$ cat src/rtl/wb_bridge_pkg.sv
// Shared types for the Wishbone-to-Ibex device bridge.
package wb_bridge_pkg;

  typedef enum logic [2:0] {
    IDLE,
    REQ,
    WAIT,
    RESP,
    DRAIN
  } wb_br_state_e;

  localparam int unsigned TimeoutCyclesDef = 255;

endpackage

$ cat src/rtl/wb_ibex_device_bridge.sv
// Wishbone B4 pipelined slave that issues one Ibex-style device request
// per bus cycle and returns the device response as ack/err.
module wb_ibex_device_bridge
  import wb_bridge_pkg::*;
#(
  parameter int unsigned AddressWidth  = 32,
  parameter int unsigned DataWidth     = 32,
  parameter int unsigned TimeoutCycles = TimeoutCyclesDef,
  parameter int unsigned TimeoutW      = 8
) (
  input  logic                     clk_i,
  input  logic                     rst_i,
  input  logic                     wb_cyc_i,
  input  logic                     wb_stb_i,
  input  logic                     wb_we_i,
  input  logic [AddressWidth-1:0]  wb_addr_i,
  input  logic [DataWidth-1:0]     wb_data_i,
  input  logic [DataWidth/8-1:0]   wb_sel_i,
  output logic                     wb_stall_o,
  output logic                     wb_ack_o,
  output logic [DataWidth-1:0]     wb_data_o,
  output logic                     wb_err_o,
  output logic                     device_req_o,
  output logic [AddressWidth-1:0]  device_addr_o,
  output logic                     device_we_o,
  output logic [DataWidth/8-1:0]   device_be_o,
  output logic [DataWidth-1:0]     device_wdata_o,
  input  logic                     device_rvalid_i,
  input  logic [DataWidth-1:0]     device_rdata_i,
  input  logic                     device_err_i
);

  wb_br_state_e r_state;

  logic [TimeoutW-1:0]     r_cnt;
  logic                    r_we;
  logic [AddressWidth-1:0] r_addr;
  logic [DataWidth-1:0]    r_wdata;
  logic [DataWidth/8-1:0]  r_sel;
  logic                    r_req;
  logic                    r_stall;
  logic                    r_ack;
  logic                    r_err;
  logic [DataWidth-1:0]    r_rdata;

  logic [TimeoutW-1:0]  w_cnt_inc;
  logic [TimeoutW-1:0]  w_cnt_sat;
  logic                 w_tmo;
  logic [DataWidth-1:0] w_rd;

  assign w_cnt_inc = r_cnt + 1'b1;
  assign w_cnt_sat = (&r_cnt) ? r_cnt : w_cnt_inc;
  // Timeout fires on the cycle the counter would reach the limit.
  assign w_tmo = (TimeoutCycles != 0) &&
                 (w_cnt_inc == TimeoutW'(TimeoutCycles));
  assign w_rd = r_we ? '0 : device_rdata_i;

  always_ff @(posedge clk_i) begin
    if (rst_i) begin
      r_state <= IDLE;
      r_cnt   <= '0;
      r_we    <= 1'b0;
      r_addr  <= '0;
      r_wdata <= '0;
      r_sel   <= '0;
      r_req   <= 1'b0;
      r_stall <= 1'b0;
      r_ack   <= 1'b0;
      r_err   <= 1'b0;
      r_rdata <= '0;
    end else begin
      r_req   <= 1'b0;
      r_ack   <= 1'b0;
      r_err   <= 1'b0;
      r_rdata <= '0;
      unique case (r_state)
        IDLE: begin
          if (wb_cyc_i && wb_stb_i) begin
            r_we    <= wb_we_i;
            r_addr  <= wb_addr_i;
            r_wdata <= wb_data_i;
            r_sel   <= wb_sel_i;
            r_req   <= 1'b1;
            r_stall <= 1'b1;
            r_state <= REQ;
          end
        end
        REQ, WAIT: begin
          if (!wb_cyc_i) begin
            // Abandoned cycle: a response already here needs no draining.
            if (device_rvalid_i) begin
              r_stall <= 1'b0;
              r_state <= IDLE;
            end else begin
              r_cnt   <= '0;
              r_state <= DRAIN;
            end
          end else if (device_rvalid_i) begin
            r_ack   <= !device_err_i;
            r_err   <= device_err_i;
            r_rdata <= w_rd;
            r_state <= RESP;
          end else if (r_state == REQ) begin
            r_cnt   <= '0;
            r_state <= WAIT;
          end else if (w_tmo) begin
            r_err   <= 1'b1;
            r_state <= RESP;
          end else begin
            r_cnt <= w_cnt_sat;
          end
        end
        RESP: begin
          r_stall <= 1'b0;
          r_state <= IDLE;
        end
        DRAIN: begin
          if (device_rvalid_i || w_tmo) begin
            r_stall <= 1'b0;
            r_state <= IDLE;
          end else begin
            r_cnt <= w_cnt_sat;
          end
        end
        default: begin
          r_stall <= 1'b0;
          r_state <= IDLE;
        end
      endcase
    end
  end

  assign wb_stall_o     = r_stall;
  assign wb_ack_o       = r_ack;
  assign wb_err_o       = r_err;
  assign wb_data_o      = r_rdata;
  assign device_req_o   = r_req;
  assign device_addr_o  = r_addr;
  assign device_we_o    = r_we;
  assign device_be_o    = r_sel;
  assign device_wdata_o = r_wdata;

endmodule

$ cat config.mk
export PLATFORM = sky130hd
export DESIGN_NAME = wb_ibex_device_bridge
export DESIGN_NICKNAME = d
export VERILOG_FILES = /design/src/rtl/wb_bridge_pkg.sv /design/src/rtl/wb_ibex_device_bridge.sv
export SDC_FILE = /design/constraint.sdc
export NUM_CORES = 1
export LEC_CHECK = 0
export ABC_AREA = 1
export BUFFER_PORTS_ARGS = -buffer_cell sky130_fd_sc_hd__buf_2
export CAP_MARGIN = 20
export CORE_MARGIN = 2
export CORE_UTILIZATION = 45
export CTS_CLUSTER_DIAMETER = 50
export DETAILED_ROUTE_END_ITERATION = 7
export PLACE_DENSITY = 0.78
export SYNTH_ARGS = -nofsm -noshare
export SYNTH_HDL_FRONTEND = slang
export SYNTH_SLANG_ARGS = --single-unit
$ cat constraint.sdc
create_clock -name clk_i -period 4.8 [get_ports clk_i]
set_input_delay 0.72 -clock clk_i [delete_from_list [all_inputs] [get_ports clk_i]]
set_output_delay 0.72 -clock clk_i [all_outputs]
set_load 0.01 [all_outputs]
==> results.ini, run 1 <==
[floorplan]
pin_count=212
fp.dieW_um=104.6
die_area_um2=10940
rows=36
die_h_um=104.6
core_um2=9819
start_util_pct=46.39

[placed_design]
numPlacedInstances=883
hpwlAfterDp_um=7980
io_buffers=211
gp_congestion=0.8687

[timing]
setup_violations=0
min_period_over_period_pct=49.70
skew_ps=5.352
slew_viol_final=0
worst_pin_slew_ps=892.6
maxSlewHeadroom_pct=40.28
holdWs_ps=413.8
setup_tns_ps=0
hold_viol_final=0
rsz0062_at_grt=false
fin_crit_ps=2385
fmax_mhz=419.2

[critical_path]
end_kind=register
crit_type=reg -> reg
cp_data_required_time_ps=5170
crit_chain=nor2_1 > inv_2 > nor2_1 > nand3_4 > buf_4 > o21ai_0 > a21oi_1
start_kind=register
path_buf_inv=2
r2r_slack_ps=2410
r2r_start=r_state[1]$_SDFFE_PP0P_
critPathMaxFanout=78
ff2ff_path_depth=7
cp_common_cell=nor2_1
crit_path_max_incr_delay_ps=560
crit_path_top_delay_cell=nand3_4
crit_arrival_ps=2760
critPathTopFamily=simple AND/OR/NAND/NOR gates
r2r_end=device_wdata_o[2]$_SDFFE_PP0P_

[logic_synthesis]
yosysUniqueCellTypes=29
ys_seq_area_share_pct=50.98
yosysWarnings=0
syn-num-nets=675
syn_area_um2=4556
syn_inst=566
syn_area_per_cell_um2=8.049
ys_ff_latch=116

[power_and_ir_drop]
p_per_area_nw_per_um2=430.2
irDropWorstVdd_uv=227.3
total_power_mw=2.696
leakagePower_nw=3.114

[detailed_routing]
via_per_inst=4.584
route.detailed.wl_per_inst_um=12.30
first_pass_iters=4
wl_um=11230
dr_total_vias=4185
ant_nets=0
drtIter0Drc=154
drc=0

[global_routing]
grt_pass1_wl_um=18350
grtUsageTotal_pct=20.88
antenna_found_initial=0
first_global_vias=3981
overflow=0
grt_max_degree=79

[clocking]
postCtsSetupBuffers=0
insertion_delay_ps=510
cts_resized=0
cts.clk_slew.worst_paths_ps=50
clk_path_buf_depth=2
cts.sinks=116
holdBufCountCts=0
cts_root_buffer=clkbuf_8
cts_buffers=17
cts_tree=done
htreeDepth=4

[worst_hold_path]
min_path_type=in -> reg
hp-start=device_err_i
whs_path_depth=2
min_to=wb_ack_o$_SDFF_PP0_

[final_layout]
regArea_um2=2322
n_antenna_cell=0
finalNetCount=878
final_common_cell=buf_2
layout-drive-gt1-share_pct=39.87
post_layout_nonfiller_instances=913
final_cell_mix=buf_2 (211), inv_1 (120), dfxtp_1 (116)
multi_input_area_um2=1612
area_growth_syn_to_layout_pct=37.60
finish.utilization_pct=63.84
fill_cells=877

[flow_run]
maxCapViolCount=0

[run_status]
status=finished clean

-- report_power, final --
group,internal (mW),switching [mW]
registers,1.03,0.0339
logic,0.126,0.196
clock network,0.890,0.422
total,2.04,0.652
-- Yosys cell counts --
| cell | number | share of area (%) |
|---|---|---|
| nand3_1 | 19 | 2.1 |
| nor2_2 | 33 | 4.5 |
| nand2_2 | 4 | 0.55 |
| clkbuf_2 | 1 | 0.11 |
| nand2_4 | 2 | 0.49 |
| buf_1 | 2 | 0.16 |
| nand4_1 | 3 | 0.41 |
| nand3_2 | 8 | 1.8 |
| a21oi_2 | 6 | 1.2 |
| o21bai_1 | 1 | 0.16 |
| buf_4 | 1 | 0.16 |
| o21ai_1 | 2 | 0.22 |
| nor3_1 | 1 | 0.11 |
| inv_1 | 120 | 9.9 |
| nor3_2 | 1 | 0.22 |
| nor2_1 | 13 | 1.1 |
| dlygate4sd1_1 | 1 | 0.19 |
| nor3_4 | 1 | 0.36 |
| nand3_4 | 2 | 0.77 |
| buf_6 | 5 | 1.2 |
| ha_1 | 2 | 0.55 |
| a21oi_1 | 73 | 8.0 |
| o21ai_0 | 73 | 8.0 |
| nand2_1 | 47 | 3.9 |
| nor2_4 | 3 | 0.74 |
| dfxtp_1 | 116 | 51 |
| inv_2 | 7 | 0.58 |
| clkbuf_1 | 18 | 1.5 |
| buf_2 | 1 | 0.11 |
-- through the flow --
step | setup slack [ps] | area (um^2)
global placement | 2429 | 5648
floorplan | 3082 | 4556
CTS | 2432 | 6269
global route | 2087 | 6269
finish | 2415 | 6269
detailed placement | 2363 | 5648
-- sequential cells by signal (all words and copies together) (netlist names) --
| signal | flops |
|---|---|
| device_we_o | 1 |
| wb_stall_o | 1 |
| device_req_o | 1 |
| wb_ack_o | 1 |
| device_wdata_o | 32 |
| device_be_o | 4 |
| r_cnt | 8 |
| wb_data_o | 32 |
| device_addr_o | 32 |
| wb_err_o | 1 |
| r_state | 3 |
-- worst register-to-register path, delay by kind of cell (launching register included) --
family,cells,cell delay (ps)
simple gates,3,900
buf+inv,2,660
flops,1,350
compound gates,2,330
-- worst max path at each step --
stage / startpoint / end / slack, ps / cells past startpoint
6_report: r_state[1]$_SDFFE_PP0P_ / device_wdata_o[2]$_SDFFE_PP0P_ / 2410 / 7
5_1_grt: r_state[1]$_SDFFE_PP0P_ / device_be_o[1]$_SDFFE_PP0P_ / 2090 / 7
4_1_cts: r_state[1]$_SDFFE_PP0P_ / device_wdata_o[2]$_SDFFE_PP0P_ / 2430 / 7
3_5_place_dp: wb_cyc_i / device_be_o[1]$_SDFFE_PP0P_ / 2360 / 5
3_3_place_gp: wb_cyc_i / device_addr_o[15]$_SDFFE_PP0P_ / 2430 / 5
2_1_floorplan: r_cnt[1]$_SDFFE_PP0P_ / r_cnt[6]$_SDFFE_PP0P_ / 3080 / 13
-- metal layers --
layer  vias to the layer above  share of wire [%]  routed length, um  global-route usage, %
li1                       2161                  -                  -                      -
met2                       157                 50               5644                  36.41
met5                         -                  0                  0                      0
met1                      1848                 39               4387                  22.39
met3                        19                8.8                987                  8.671
met4                         0                1.9                208                  8.381
-- logic make-up (layout without fill, tap and decap cells) --
logic type / Yosys count / after routing / share of synthesized area, %
buffers and inverters: 156 / 370 / 13.92
adder cells (fa/ha/maj): 2 / 2 / 0.5492
AO/OA/AOI/OAI: 155 / 155 / 17.58
AND/OR/NAND/NOR: 137 / 137 / 16.97
flip-flops: 116 / 116 / 50.98
-- layout make-up --
| class | instances | area share [%] |
|---|---|---|
| Multi-Input combinational cell | 294 | 25.71 |
| Clock inverter | 9 | 2.415 |
| Tap cell | 133 | 2.655 |
| Timing Repair Buffer | 213 | 17.09 |
| Inverter | 127 | 7.605 |
| Clock buffer | 21 | 7.485 |
| Sequential cell | 116 | 37.05 |
(Power assumes the default switching activity.)
==> inputs of run 2 (changes only) <==
- clock period: 4.8 -> 2.3 ns (I/O delays scaled with it)
==> run 2 against run 1 <==
Compared with the run above: flip-flop and latch count stayed put; routed wire length grew 0.25%; utilization grew 0.43 points; global-route usage decreased by 0.11 points; largest cell class unchanged; clock-buffer cell count is the same; register-to-register slack lost 2200 ps.
==> results.ini, run 2 (synthesis gave the netlist of run 1 again) <==
[detailed_routing]
drc=0  ; unchanged
first_pass_iters=4  ; unchanged
via_per_inst=4.638  ; +1.2%
dr_total_vias=4253  ; +1.6%
wl_um=11260  ; +0.25%
drtIter0Drc=167  ; +8.4%
route.detailed.wl_per_inst_um=12.27  ; -0.19%
ant_nets=0  ; unchanged

[timing]
setup_violations=0  ; unchanged
skew_ps=8.284  ; +2.932 ps
worst_pin_slew_ps=562.6  ; -330.0 ps
maxSlewHeadroom_pct=62.49  ; +22 points
fin_ws_ps=261.1  ; -2153 ps
setup_tns_ps=0  ; unchanged
rsz0062_at_grt=false
slew_viol_final=0  ; unchanged
min_period_over_period_pct=88.65  ; +39 points
hold_viol_final=0  ; unchanged
fmax_mhz=490.5  ; +17%
fin_crit_ps=2039  ; -346.6 ps

[critical_path]
cp-startpoint=r_cnt[1]$_SDFFE_PP0P_
r2r_start=r_cnt[1]$_SDFFE_PP0P_
crit_type=reg -> reg
r2r_end=r_cnt[5]$_SDFFE_PP0P_
path_buf_inv=1  ; -1
cp_data_required_time_ps=2750  ; -2420 ps
crit_arrival_ps=2490  ; -270 ps
end_kind=register
crit_path_top_delay_cell=dfxtp_1
crit_path_max_incr_delay_ps=420  ; -140 ps
r2r_slack_ps=260  ; -2150 ps
crit_chain=ha_1 > inv_1 > nand2_1 > nand2_1 > nor2_1 > nand3_4 > nor2_4 > nand2_2 > nand3_4 > nand2_4 > nand2_1 > nand2_1 > a21oi_2
cp_common_cell=nand2_1
critPathMaxFanout=11  ; -86%
critPathTopFamily=simple AND/OR/NAND/NOR gates
start_kind=register
ff2ff_path_depth=13  ; +6

[final_layout]
area_growth_syn_to_layout_pct=38.53
layout-drive-gt1-share_pct=39.92  ; +0.052 points
final_common_cell=buf_2
final_cell_mix=buf_2 (211), inv_1 (120), dfxtp_1 (116)
fill_cells=853  ; -2.7%
finish.utilization_pct=64.27  ; +0.43 points
n_antenna_cell=0  ; unchanged
finalNetCount=880  ; +0.23%

[power_and_ir_drop]
leakagePower_nw=3.123  ; +0.30%
p_per_area_nw_per_um2=898.3  ; +110%
irDropWorstVdd_uv=420.5  ; +85%

[clocking]
cts.sinks=116  ; unchanged
htreeDepth=4  ; unchanged
cts.clk_slew.worst_paths_ps=60  ; about the same
cts_buffers=17  ; unchanged
cts_root_buffer=clkbuf_8
insertion_delay_ps=510  ; about the same
clk_path_buf_depth=2  ; unchanged
postCtsSetupBuffers=0  ; unchanged
cts_tree=done

[flow_run]
maxCapViolCount=0  ; unchanged

[global_routing]
grtUsageTotal_pct=20.78  ; -0.11 points
grt_pass1_wl_um=18110  ; -1.4%
first_global_vias=4031  ; +1.3%
antenna_found_initial=0  ; unchanged
grt_max_degree=141  ; +78%
overflow=0  ; unchanged

[worst_hold_path]
whs_path_depth=3  ; +1
min_to=wb_data_o[12]$_SDFF_PP0_
hp-start=device_rdata_i[12]
min_path_type=in -> reg

[floorplan]
core_um2=9819  ; unchanged
fp.dieW_um=104.6  ; unchanged
die_h_um=104.6  ; unchanged
pin_count=212  ; unchanged
rows=36  ; unchanged
die_area_um2=10940  ; unchanged
start_util_pct=46.39  ; unchanged

[placed_design]
hpwlAfterDp_um=7990  ; +0.13%
dpl_worst_slack_ps=282.0  ; -2081 ps
gp_congestion=0.8398  ; -3.3%
io_buffers=211  ; unchanged

[run_status]
status=finished clean

[run 2: changes by cell type in the layout (fill, tap and decap cells not counted)]
cell,before,now
clkbuf_1,0,1
clkinvlp_4,1,3
clkbuf_8,5,4
clkinv_4,1,2
dlygate4sd3_1,0,1
buf_12,0,1
inv_6,0,1
clkinv_2,3,1
[run 2: timing repair]
action,4_1_cts,5_1_grt
gates resized for setup,0,0
endpoints found under the hold margin,1,0
hold buffers,1,0
[run 2: cell type report]
type	instances	area, um^2	share of cell area (%)
clock buffer	21	459.2	7.276
clock inverter	11	173.9	2.756
inverter	127	476.7	7.554
multi-input combinational	294	1612	25.54
sequential	116	2322	36.80
tap	133	166.4	2.637
timing repair buffer	215	1101	17.45
[run 2: power by group]
group / internal [mW] / switching [mW]
logic: 0.268 / 0.407
clock network: 1.85 / 0.925
registers: 2.15 / 0.0729
total: 4.26 / 1.41
[run 2: routing by layer]
metal  part of all wire, %  track usage, %  vias up
li1                      -               -     2170
met1                    38           21.25     1896
met3                   8.9           8.796       17
met5                     0               0        -
met2                    51           36.83      170
met4                   1.6           9.333        0
[run 2: through the flow]
stage / hold WS, ps / area, um^2 / cells / total power, mW
3_3_place_gp: 428.6 / 5668 / 884 / 2.907
5_1_grt: 26.88 / 6311 / 917 / 5.927
2_1_floorplan: 421.8 / 4556 / 566 / 2.659
3_5_place_dp: 433.9 / 5668 / 884 / 2.933
4_1_cts: 29.07 / 6311 / 917 / 5.725
6_report: 53.45 / 6311 / 917 / 5.670
[run 2: worst max path at each step]
stage | end | slack, ps | depth (start not counted)
floorplan | r_cnt[6]$_SDFFE_PP0P_ | 580 | 13
global placement | r_cnt[5]$_SDFFE_PP0P_ | 430 | 13
detailed placement | r_cnt[5]$_SDFFE_PP0P_ | 280 | 13
CTS | r_cnt[5]$_SDFFE_PP0P_ | 270 | 13
global route | r_cnt[5]$_SDFFE_PP0P_ | 50 | 11
finish | r_cnt[5]$_SDFFE_PP0P_ | 260 | 13
[run 2: worst min-delay path: cells and delay by family]
family                 cells  cell delay (ps)
and+or+nand+nor            1               80
buffers and inverters      2              100
==> inputs of run 3 (changes only) <==
- CORE_MARGIN: 2 -> 4
- GPL_TIMING_DRIVEN: default -> 1
==> run 3 against run 2 <==
Compared with the run above: hold slack lost 30 ps; setup slack lost 6.7 ps; routed wire length grew 3.5%; register-to-register slack is essentially flat; combinational power is essentially flat; via count shrank 1.6%; largest cell class unchanged; clock power shrank 7%; highest routed layer is now met5; sequential power is essentially flat; critical path depth is the same; design area shrank 0.61%; utilization shrank 0.40 points.
==> results.ini, run 3 (synthesis gave the netlist of run 1 again) <==
[run_status]
status=finished clean

[final_layout]
area_growth_syn_to_layout_pct=37.68
n_antenna_cell=0  ; unchanged
final_cell_mix=buf_2 (211), inv_1 (120), dfxtp_1 (116)
layout-drive-gt1-share_pct=40.00  ; +0.077 points
finalNetCount=881  ; +0.11%
final_common_cell=buf_2

[placed_design]
hpwlAfterDp_um=8733  ; +9.3%
dpl_worst_slack_ps=290.3  ; +8.304 ps
io_buffers=211  ; unchanged
gp_congestion=0.8828  ; +5.1%

[timing]
fmax_mhz=488.9  ; -0.33%
fin_ws_ps=254.4  ; -6.655 ps
setup_tns_ps=0  ; unchanged
hold_viol_final=0  ; unchanged
slew_viol_final=0  ; unchanged
fin_crit_ps=2046  ; +6.655 ps
skew_ps=10.79  ; +2.508 ps
maxSlewHeadroom_pct=61.76  ; -0.73 points
rsz0062_at_grt=false
setup_violations=0  ; unchanged
worst_pin_slew_ps=573.6  ; +10.93 ps
min_period_over_period_pct=88.94  ; +0.29 points

[flow_run]
maxCapViolCount=0  ; unchanged

[clocking]
cts.sinks=116  ; unchanged
htreeDepth=4  ; unchanged
holdBufCountCts=0  ; -1
cts_resized=0  ; unchanged
cts.clk_slew.worst_paths_ps=60  ; about the same
cts_root_buffer=clkbuf_8
cts_tree=done
insertion_delay_ps=500  ; about the same
clk_path_buf_depth=2  ; unchanged
cts_buffers=17  ; unchanged
postCtsSetupBuffers=0  ; unchanged

[power_and_ir_drop]
irDropWorstVdd_uv=499.1  ; +19%
leakagePower_nw=3.109  ; -0.45%
p_per_area_nw_per_um2=873.2  ; -2.8%

[global_routing]
use_met2_pct=33.85  ; -3.0 points
grt_util_met3_pct=9.059  ; +0.26 points
first_global_vias=3995  ; -0.89%
overflow=0  ; unchanged
antenna_found_initial=1  ; +1
busiest_layer=met2
grtUsageMet1_pct=20.42  ; -0.82 points
grt_pass1_wl_um=17960  ; -0.80%
grt_max_degree=102  ; -28%
grtUsageTotal_pct=19.51  ; -1.3 points

[detailed_routing]
route.detailed.wl_per_inst_um=12.68  ; +3.3%
drtIter0Drc=165  ; -1.2%
drc=0  ; unchanged
ant_nets=0  ; unchanged
wl_um=11640  ; +3.5%
via_per_inst=4.558  ; -1.7%
first_pass_iters=4  ; unchanged
dr_total_vias=4184  ; -1.6%

[critical_path]
cp_data_required_time_ps=2730  ; -20 ps
crit_type=reg -> reg
critPathMaxFanout=11  ; unchanged
start_kind=register
crit_arrival_ps=2470  ; -20 ps
end_kind=register

[floorplan]
die_area_um2=11800  ; +7.8%
core_um2=9819  ; unchanged
fp.dieW_um=108.6  ; +3.8%
rows=36  ; unchanged
start_util_pct=46.39  ; unchanged
die_h_um=108.6  ; +3.8%
pin_count=212  ; unchanged

[worst_hold_path]
min_path_type=in -> reg

[run 3: worst max-delay path, cell delays in order (launching register included)]
cell and delay, ps:
dfxtp_1 430, ha_1 270, inv_1 60, nand2_1 60, nand2_1 70, nor2_1 180
nand3_4 110, nor2_4 100, nand2_2 80, nand3_4 90, nand2_4 120, nand2_1 190
nand2_1 100, a21oi_2 130
[run 3: area by class of cell]
cell class,count,area [um^2]
fillers,881,3547
flip-flops and latches,116,2322
multi-input cells,294,1612
repair buffers,216,1106
inverters,127,476.7
clock buffers,20,435.4
well taps,133,166.4
clock inverters,12,153.9
[run 3: final timing paths]
path / from / endpoint / slack, ps / depth (start not counted)
setup / recovery: r_cnt[1]$_SDFFE_PP0P_ / r_cnt[3]$_SDFFE_PP0P_ / 250 / 13
hold / removal: device_err_i / wb_ack_o$_SDFF_PP0_ / 20 / 2
setup reg to reg: r_cnt[1]$_SDFFE_PP0P_ / r_cnt[3]$_SDFFE_PP0P_ / 250 / 13
hold reg to reg: device_wdata_o[31]$_SDFFE_PP0P_ / device_wdata_o[31]$_SDFFE_PP0P_ / 440 / 2
[run 3: routing by layer]
| metal | share of wire, % | routed length, um |
|---|---|---|
| met1 | 38 | 4465 |
| met2 | 50 | 5851 |
| met3 | 9.6 | 1122 |
| met4 | 1.7 | 197 |
| met5 | 0.060 | 7 |
[run 3: where the power goes]
part           switching [mW]  total (mW)  internal [mW]  leakage (nW)
registers              0.0697        2.22           2.15         0.948
clock network           0.905        2.58           1.68         0.282
logic                   0.407       0.677          0.270          1.88
[run 3: through the flow]
step / std cells / power, mW / area, um^2 / util [%] / hold WS, ps
after global placement: 886 / 2.914 / 5683 / 57.87 / 429.8
after detailed placement: 886 / 2.941 / 5683 / 57.87 / 435.3
after CTS: 918 / 5.543 / 6272 / 63.88 / 0.3426
final: 918 / 5.477 / 6272 / 63.88 / 23.41
after floorplan: 566 / 2.659 / 4556 / - / 421.8
after global routing: 918 / 5.741 / 6272 / 63.88 / 1.952
